### config.mk
export PLATFORM = sky130hd
export DESIGN_NAME = rf_wb_queue
export DESIGN_NICKNAME = d
export VERILOG_FILES = /design/src/rtl/rf_wb_queue.sv
export SDC_FILE = /design/constraint.sdc
export NUM_CORES = 1
export LEC_CHECK = 0
export CORE_AREA = 2 2 159 161
export CTS_CLUSTER_SIZE = 30
export DETAILED_ROUTE_END_ITERATION = 8
export DIE_AREA = 0 0 161 163
export PLACE_DENSITY = 0.85
export SLEW_MARGIN = 20
export SYNTH_ARGS = -nofsm -noshare
export SYNTH_HDL_FRONTEND = slang
export SYNTH_SLANG_ARGS = --single-unit
### constraint.sdc
create_clock -name clk -period 8.5 [get_ports clk]
set_input_delay 1.7 -clock clk [delete_from_list [all_inputs] [get_ports clk]]
set_output_delay 1.7 -clock clk [all_outputs]
set_load 0.05 [all_outputs]
### src/rtl/rf_wb_queue.sv
// ---------------------------------------------------------------------------
// rf_wb_queue
// Merges two register-file write sources onto the single register-file write
// port. The sources are the datapath writeback and the link (return-address)
// write, which always targets r31. Writes leave one per cycle, in the order
// they were accepted. A small FIFO absorbs bursts. A combinational lookup port
// lets hazard logic find the newest pending value for a register.
//
// Ports:
//   clk, rst_n            single clock, asynchronous active-low reset
//   wb_valid/addr/data    datapath writeback request (addr 0 is dropped)
//   link_valid/link_data  link write request, implicitly to r31
//   stall                 requests are ignored this cycle; the datapath holds
//   rf_we/waddr/wdata     registered register-file write port
//   q_addr                hazard lookup address
//   q_hit/q_data          a pending write to q_addr exists / its newest data
// ---------------------------------------------------------------------------
module rf_wb_queue #(
    parameter int DEPTH = 4
) (
    input  logic        clk,
    input  logic        rst_n,
    input  logic        wb_valid,
    input  logic [4:0]  wb_addr,
    input  logic [31:0] wb_data,
    input  logic        link_valid,
    input  logic [31:0] link_data,
    output logic        stall,
    output logic        rf_we,
    output logic [4:0]  rf_waddr,
    output logic [31:0] rf_wdata,
    input  logic [4:0]  q_addr,
    output logic        q_hit,
    output logic [31:0] q_data
);

    localparam int PW = (DEPTH > 1) ? $clog2(DEPTH) : 1;
    localparam int CW = $clog2(DEPTH + 1);

    logic [CW-1:0] count;
    logic [PW-1:0] rd_ptr;
    logic [PW-1:0] wr_ptr;
    logic [PW-1:0] wr_ptr_p1;
    logic [PW-1:0] lk_idx;
    logic [4:0]    mem_addr [DEPTH];
    logic [31:0]   mem_data [DEPTH];

    logic          wb_acc;
    logic          link_acc;
    logic          first_v;
    logic [4:0]    first_addr;
    logic [31:0]   first_data;
    logic          second_v;
    logic          pop;
    logic          push0_v;
    logic [4:0]    push0_addr;
    logic [31:0]   push0_data;
    logic          push1_v;
    logic [CW-1:0] count_next;

    // Stall leaves room for two pushes at the next edge. The output register
    // pops one entry per cycle, so the FIFO can never overflow.
    assign stall = (count > CW'(DEPTH - 2));

    // Order the accepted requests of this edge (wb before link). If the FIFO
    // holds anything, its head goes to the output register, and every new
    // request is pushed behind it. Otherwise the first new request bypasses
    // the FIFO, and only the second one, if any, is pushed.
    always_comb begin
        wb_acc     = wb_valid && !stall && (wb_addr != 5'd0);
        link_acc   = link_valid && !stall;
        first_v    = wb_acc || link_acc;
        first_addr = wb_acc ? wb_addr : 5'd31;
        first_data = wb_acc ? wb_data : link_data;
        second_v   = wb_acc && link_acc;
        pop        = (count != '0);
        push0_v    = pop ? first_v : second_v;
        push0_addr = pop ? first_addr : 5'd31;
        push0_data = pop ? first_data : link_data;
        push1_v    = pop && second_v;
        wr_ptr_p1  = wr_ptr + PW'(1);
        count_next = count + CW'(push0_v) + CW'(push1_v) - CW'(pop);
    end

    // Pointers, occupancy and the registered write port.
    always_ff @(posedge clk or negedge rst_n) begin
        if (!rst_n) begin
            count    <= '0;
            rd_ptr   <= '0;
            wr_ptr   <= '0;
            rf_we    <= 1'b0;
            rf_waddr <= 5'd0;
            rf_wdata <= 32'd0;
        end else begin
            count  <= count_next;
            wr_ptr <= wr_ptr + PW'(push0_v) + PW'(push1_v);
            if (pop) begin
                rd_ptr   <= rd_ptr + PW'(1);
                rf_we    <= 1'b1;
                rf_waddr <= mem_addr[rd_ptr];
                rf_wdata <= mem_data[rd_ptr];
            end else if (first_v) begin
                rf_we    <= 1'b1;
                rf_waddr <= first_addr;
                rf_wdata <= first_data;
            end else begin
                rf_we    <= 1'b0;
            end
        end
    end

    // FIFO storage. It needs no reset because count alone decides which
    // entries are valid. The second push is always the link write.
    always_ff @(posedge clk) begin
        if (push0_v) begin
            mem_addr[wr_ptr] <= push0_addr;
            mem_data[wr_ptr] <= push0_data;
        end
        if (push1_v) begin
            mem_addr[wr_ptr_p1] <= 5'd31;
            mem_data[wr_ptr_p1] <= link_data;
        end
    end

    // Hazard lookup. The output register is checked first. The FIFO is then
    // scanned from oldest to newest, so a newer match overwrites an older one.
    always_comb begin
        q_hit  = 1'b0;
        q_data = 32'd0;
        lk_idx = rd_ptr;
        if (q_addr != 5'd0) begin
            if (rf_we && (rf_waddr == q_addr)) begin
                q_hit  = 1'b1;
                q_data = rf_wdata;
            end
            for (int i = 0; i < DEPTH; i++) begin
                lk_idx = rd_ptr + PW'(i);
                if ((CW'(i) < count) && (mem_addr[lk_idx] == q_addr)) begin
                    q_hit  = 1'b1;
                    q_data = mem_data[lk_idx];
                end
            end
        end
    end

endmodule

==> impl_results.html <==
<table>
<tr><th>Metric</th><th>Value</th></tr>
<tr><th colspan="2">Die</th></tr>
<tr><td>Die Outline Area</td><td>about 0.026 mm^2</td></tr>
<tr><td>Die outline height</td><td>about 160 um</td></tr>
<tr><td>Top-level port count</td><td>150</td></tr>
<tr><td>Core area</td><td>0.0247 mm^2</td></tr>
<tr><td>Die Wd</td><td>about 160 um</td></tr>
<tr><td>Initial core utilization</td><td>0.539</td></tr>
<tr><td>Number of core rows</td><td>58</td></tr>
<tr><th colspan="2">Clock network</th></tr>
<tr><td>Number of cells upsized or downsized after cts</td><td>0</td></tr>
<tr><td>Source-to-sink clock delay at the later pin of the worst-skew pair</td><td>around 0.44 ns</td></tr>
<tr><td>TritonCTS Buffers</td><td>17</td></tr>
<tr><td>Clock transition at path regs</td><td>roughly 0.08 ns</td></tr>
<tr><td>Number of buffers inserted for hold repair after clock tree synthesis</td><td>0</td></tr>
<tr><td>Post-CTS Setup Inserts</td><td>0</td></tr>
<tr><td>Buffer cell driving the clock tree root</td><td>clkbuf_16</td></tr>
<tr><td>Clock tree from TritonCTS</td><td>yes</td></tr>
<tr><td>Number of levels in the clock H-tree</td><td>4</td></tr>
<tr><td>Bufs on Longest Clock Path</td><td>2</td></tr>
<tr><td># clock sinks</td><td>between 150 and 200</td></tr>
<tr><th colspan="2">Global routing</th></tr>
<tr><td>Global-route wire length before repair</td><td>60.0 mm</td></tr>
<tr><td>Remaining global-route overflow</td><td>0</td></tr>
<tr><td>Vias in the first global route</td><td>about 11k</td></tr>
<tr><td>Gr usage total</td><td>0.291</td></tr>
<tr><td>Pin count of the biggest net entering global routing</td><td>77</td></tr>
<tr><td>Antenna violations before repair</td><td>1</td></tr>
<tr><th colspan="2">Setup path</th></tr>
<tr><td>Crit end category</td><td>output pin</td></tr>
<tr><td>Critical path data arrival time</td><td>approximately 5.8 ns</td></tr>
<tr><td>Critical path type</td><td>input pin to output pin</td></tr>
<tr><td>Required arrival time at the worst endpoint</td><td>approximately 6.8 ns</td></tr>
<tr><td>Top fanout value on the critical path</td><td>26</td></tr>
<tr><td>Launching element type of the critical path</td><td>input pin</td></tr>
<tr><th colspan="2">Layout</th></tr>
<tr><td>Post-route standard cell area excluding fillers</td><td>roughly 0.015 mm^2</td></tr>
<tr><td>Filler cells</td><td>approximately 1.9k</td></tr>
<tr><td>Nets</td><td>~1.5k</td></tr>
<tr><td>Fraction of final layout cells sized beyond drive strength 1</td><td>0.121</td></tr>
<tr><td>Antenna fix cells</td><td>0</td></tr>
<tr><td>Final core area utilization</td><td>0.628</td></tr>
<tr><td>Synth-to-layout area growth</td><td>16.5%</td></tr>
<tr><th colspan="2">Timing</th></tr>
<tr><td>Min Hold Slack</td><td>0.538 ns</td></tr>
<tr><td>Pin slew with the least headroom to its limit</td><td>approximately 1.2 ns</td></tr>
<tr><td>Final critical-path share of the clock period</td><td>0.876</td></tr>
<tr><td>Max Clock Freq</td><td>about 130 MHz</td></tr>
<tr><td>Clock Skew</td><td>0.0118 ns</td></tr>
<tr><td>Setup repair after global routing missed its margin</td><td>false</td></tr>
<tr><td>Relative slew slack</td><td>0.228</td></tr>
<tr><td>Count of pins over their slew limit</td><td>0</td></tr>
<tr><td>Final critical-path required period</td><td>7.45 ns</td></tr>
<tr><td>Summed negative setup slack over all endpoints</td><td>0 ns</td></tr>
<tr><td>Endpoints failing setup</td><td>0</td></tr>
<tr><td>Final-report hold violation count</td><td>0</td></tr>
<tr><th colspan="2">Logic synthesis</th></tr>
<tr><td>Count of warnings emitted by yosys</td><td>0</td></tr>
<tr><td>Cell area after synthesis</td><td>0.0133 mm^2</td></tr>
<tr><td>Number of enable flip-flop cells after synthesis</td><td>approximately 130</td></tr>
<tr><td>Cells after synthesis</td><td>between 1k and 1.5k</td></tr>
<tr><td>Post-synth cell types</td><td>51</td></tr>
<tr><td>Register area share after synthesis</td><td>0.404</td></tr>
<tr><td>Post-synth top flop</td><td>edfxtp_1</td></tr>
<tr><td>Synthesized net count</td><td>about 1.5k</td></tr>
<tr><td>Async set-or-reset flop fraction in the synthesized netlist</td><td>0.233</td></tr>
<tr><td>Number of storage elements in the synthesis netlist</td><td>about 190</td></tr>
<tr><td>Post-Syn Area per Cell</td><td>a little under 10 um^2</td></tr>
<tr><th colspan="2">Detailed routing</th></tr>
<tr><td>Vias after detailed routing</td><td>~12k</td></tr>
<tr><td>DRT Pass-1 Iters</td><td>6</td></tr>
<tr><td>DRT iter0 DRCs</td><td>1,430</td></tr>
<tr><td>DRC violation count after routing</td><td>0</td></tr>
<tr><td>Total routed wirelength</td><td>~38 mm</td></tr>
<tr><td>Number of nets with antenna violations after detailed routing</td><td>0</td></tr>
<tr><td>Vias per cell</td><td>between 6 and 7</td></tr>
<tr><td>Routed wirelength normalized by instance count</td><td>21.6 um</td></tr>
<tr><th colspan="2">Placed design</th></tr>
<tr><td>Placed cell area</td><td>~0.015 mm^2</td></tr>
<tr><td>Number of input and output port buffers inserted</td><td>about 150</td></tr>
<tr><td>Half-perimeter wire length after placement</td><td>~24 mm</td></tr>
<tr><td>Placer Congestion</td><td>0.877</td></tr>
<tr><th colspan="2">Power and ir drop</th></tr>
<tr><td>Areal power density over the cells</td><td>between 300 and 400 mW/mm^2</td></tr>
<tr><td>Leakage power total</td><td>roughly 5.8 nW</td></tr>
<tr><td>Max VDD drop</td><td>roughly 0.37 mV</td></tr>
<tr><th colspan="2">Run status</th></tr>
<tr><td>Run status</td><td>finished clean</td></tr>
<tr><th colspan="2">Hold path</th></tr>
<tr><td>Worst min-delay path class</td><td>flop to flop</td></tr>
<tr><th colspan="2">Run</th></tr>
<tr><td>Reported max-cap violation count</td><td>0</td></tr>
</table>
-- power breakdown --
group / leakage, nW / total, mW / internal, mW / switching (mW)
clock: 0.285 / 0.778 / 0.404 / 0.375
combinational: 3.65 / 3.57 / 1.39 / 2.18
sequential: 1.84 / 1.82 / 1.45 / 0.367
-- cell type report --
class | count | area, um^2 | share of cell area
multi-input combinational | 1049 | 7460 | 0.482
sequential | 193 | 5380 | 0.347
timing repair buffer | 169 | 1660 | 0.107
clock buffer | 19 | 464 | 0.0300
tap | 330 | 413 | 0.0267
clock inverter | 13 | 92.6 | 0.00598
inverter | 5 | 18.8 | 0.00121
-- critical path, cell delays in order --
cell and delay (ns):
clkdlybuf4s50_1 0.74, xnor2_1 0.18, nor3_1 0.09, and4_1 0.31
nand4bb_2 1.07, buf_4 0.52, a21oi_1 0.15, o31a_1 0.16
clkdlybuf4s50_1 0.81
-- metrics by stage --
stage / instances / setup slack (ns) / total power [mW]
3_3_place_gp: 1745 / 1.30 / 5.17
5_1_grt: 1778 / 1.00 / 6.48
6_report: 1778 / 1.05 / 6.16
4_1_cts: 1777 / 1.16 / 6.10
3_5_place_dp: 1745 / 1.19 / 5.32
2_1_floorplan: 1368 / 2.07 / 4.34
-- sequential cells by signal, indices dropped and copies added, names as in the netlist --
signal and count:
rd_ptr 2, rf_we 1, wr_ptr 2, rf_waddr 5
mem_addr 20, mem_data 128, rf_wdata 32, count 3
-- cell usage in the layout, fill, tap and decap left out, types with 5 or more instances in the layout --
cell type	count
xnor2_1	22
dfrtp_1	43
clkbuf_16	18
mux2_2	32
a211oi_1	29
o22ai_1	5
nor2_1	197
nand2b_1	28
buf_4	19
clkdlybuf4s50_1	148
o31a_1	28
mux4_2	64
edfxtp_1	128
o211ai_1	5
dfxtp_1	20
or2_2	5
o21ai_0	70
nand3_1	27
nor4_1	5
or3_1	6
nor3_1	7
nand2_2	5
a21oi_1	189
mux2i_1	137
xor2_1	9
nand2_1	135
-- cell usage after synthesis, drive strengths merged, types with 29 or more instances --
library cell / n / area share
nor2: 198 / 0.056
a21oi: 191 / 0.072
nand2: 140 / 0.040
mux2i: 137 / 0.10
edfxtp: 128 / 0.29
o21ai: 72 / 0.027
clkbuf: 66 / 0.019
mux4: 64 / 0.11
buf: 55 / 0.022
dfrtp: 45 / 0.085
mux2: 32 / 0.027
a211oi: 29 / 0.016
-- worst paths after layout --
check                               start             end  slack [ns]  cells after the start
setup / recovery                q_addr[4]       q_data[2]        1.05                      9
hold / removal             mem_addr[0][3]  mem_addr[0][3]        0.54                      2
setup reg to reg                 count[2]  mem_data[3][1]        4.93                     10
hold reg to reg            mem_addr[0][3]  mem_addr[0][3]        0.54                      2
max in group asynchronous           rst_n       rd_ptr[1]        6.53                      2
min in group asynchronous           rst_n     rf_waddr[1]        1.39                      2
-- cells by family after synthesis --
kind of cell | count (synthesis) | synth area share
simple gates | 435 | 0.140
xor+xnor | 31 | 0.0204
fa+ha+maj | 5 | 0.00640
compound gates | 345 | 0.149
flops | 193 | 0.404
mux | 233 | 0.239
buf+inv | 126 | 0.0423
-- routing by layer --
layer,up-vias,routed length (um),track usage
met4,2,1250,0.127
li1,5158,-,-
met5,-,11,0
met2,756,18300,0.479
met3,115,4380,0.0619
met1,5599,14500,0.375
Note: power is estimated with default switching activity, not from simulation.
==> RTL change: new RTL, config.mk and constraints unchanged <==
Change the parameter `DEPTH` from 4 to 2.
--- a/src/rtl/rf_wb_queue.sv
+++ b/src/rtl/rf_wb_queue.sv
@@ -16,7 +16,7 @@
 //   q_hit/q_data          a pending write to q_addr exists / its newest data
 // ---------------------------------------------------------------------------
 module rf_wb_queue #(
-    parameter int DEPTH = 4
+    parameter int DEPTH = 2
 ) (
     input  logic        clk,
     input  logic        rst_n,
Formal check against the unedited RTL: not equivalent (a bounded check fails within 4 cycles, from zero or initial values and one cycle with rst_n low).
==> RTL change against the unedited design <==
Total power shrank 64%; wire length down 45%; global-route usage shrank 13 points; sequential cell count decreased by 77; area after synthesis is 50% lower; first-iteration DRC count decreased by 67%; setup slack improved by 0.53 ns; final area fell by 43%; critical path type unchanged; largest cell class is now sequential cells; largest power group is now the clock network.
==> RTL change: results <==
export IMPL_p_clk_uw=820
export IMPL_finalNetCount=799
export IMPL_power_leakage_nw=2.97
export IMPL_synth_xor_area_share_pct=2.26
export IMPL_wl_met1_um=8760
export IMPL_buffer_area_share_pct=17.7
export IMPL_worst_ir_drop_vdd_mv=0.0967
export IMPL_met1_usage_pct=19.1
export IMPL_drive_gt1_share_pct=11.9
export IMPL_flops_and_latches=116
export IMPL_nNonClkBuffers=161
export IMPL_ys_seq_area_share_pct=49.6
export IMPL_status="completed"
export IMPL_antenna_found_initial=0
export IMPL_clockNetworkAreaShare_pct=7.50
export IMPL_use_met2_pct=29.2
export IMPL_combPwrFrac_pct=29.7
export IMPL_wl_per_cell_um=19.9
export IMPL_route_met3_wl_um=992
export IMPL_hold_path_startpoint="count[0]"
export IMPL_top_layer="met4"
export IMPL_wl_met2_um=11200
export IMPL_seq_share_pct=36.9
export IMPL_nClkBuffers=22
export IMPL_synth_compound_area_share_pct=19.6
export IMPL_post_dp_cell_area_um2=8220
export IMPL_grtUsageTotal_pct=16.3
export IMPL_largest_registers="mem_data (64), rf_wdata (32), mem_addr (10)"
export IMPL_ys_types=39
export IMPL_cpPeakStageDelay_ns=0.85
export IMPL_n_fill_cell=2428
export IMPL_p_sw_share_pct=33.3
export IMPL_yosys_top_cells_area="edfxtp_1 (34%), dfrtp_1 (16%), o211ai_1 (7.2%)"
-- RTL change: changes by cell type after synthesis, moves of 32 or more --
cell and change:
mux2i_1 -126, nor2_1 -192, o211ai_1 +58, edfxtp_1 -54, o21ai_0 -69, and3_1 +33, mux4_2 -64, nand2_1 -71
a2111oi_0 +32, a21oi_1 -157
-- RTL change: through the flow --
step                utilization (%)  setup slack (ns)  instances
global route                   36.0              1.37       1064
detailed placement             33.3              1.60       1032
floorplan                         -              2.67        636
finish                         36.0              1.58       1064
CTS                            36.0              1.59       1064
global placement               33.3              1.72       1032
-- RTL change: worst min-delay path by stage --
stage / endpoint / slack (ns) / depth (start not counted)
4_1_cts: count[0] / 0.46 / 1
6_report: count[0] / 0.46 / 1
3_5_place_dp: count[0] / 0.45 / 1
5_1_grt: count[0] / 0.47 / 1
3_3_place_gp: count[0] / 0.43 / 1
2_1_floorplan: count[0] / 0.42 / 1
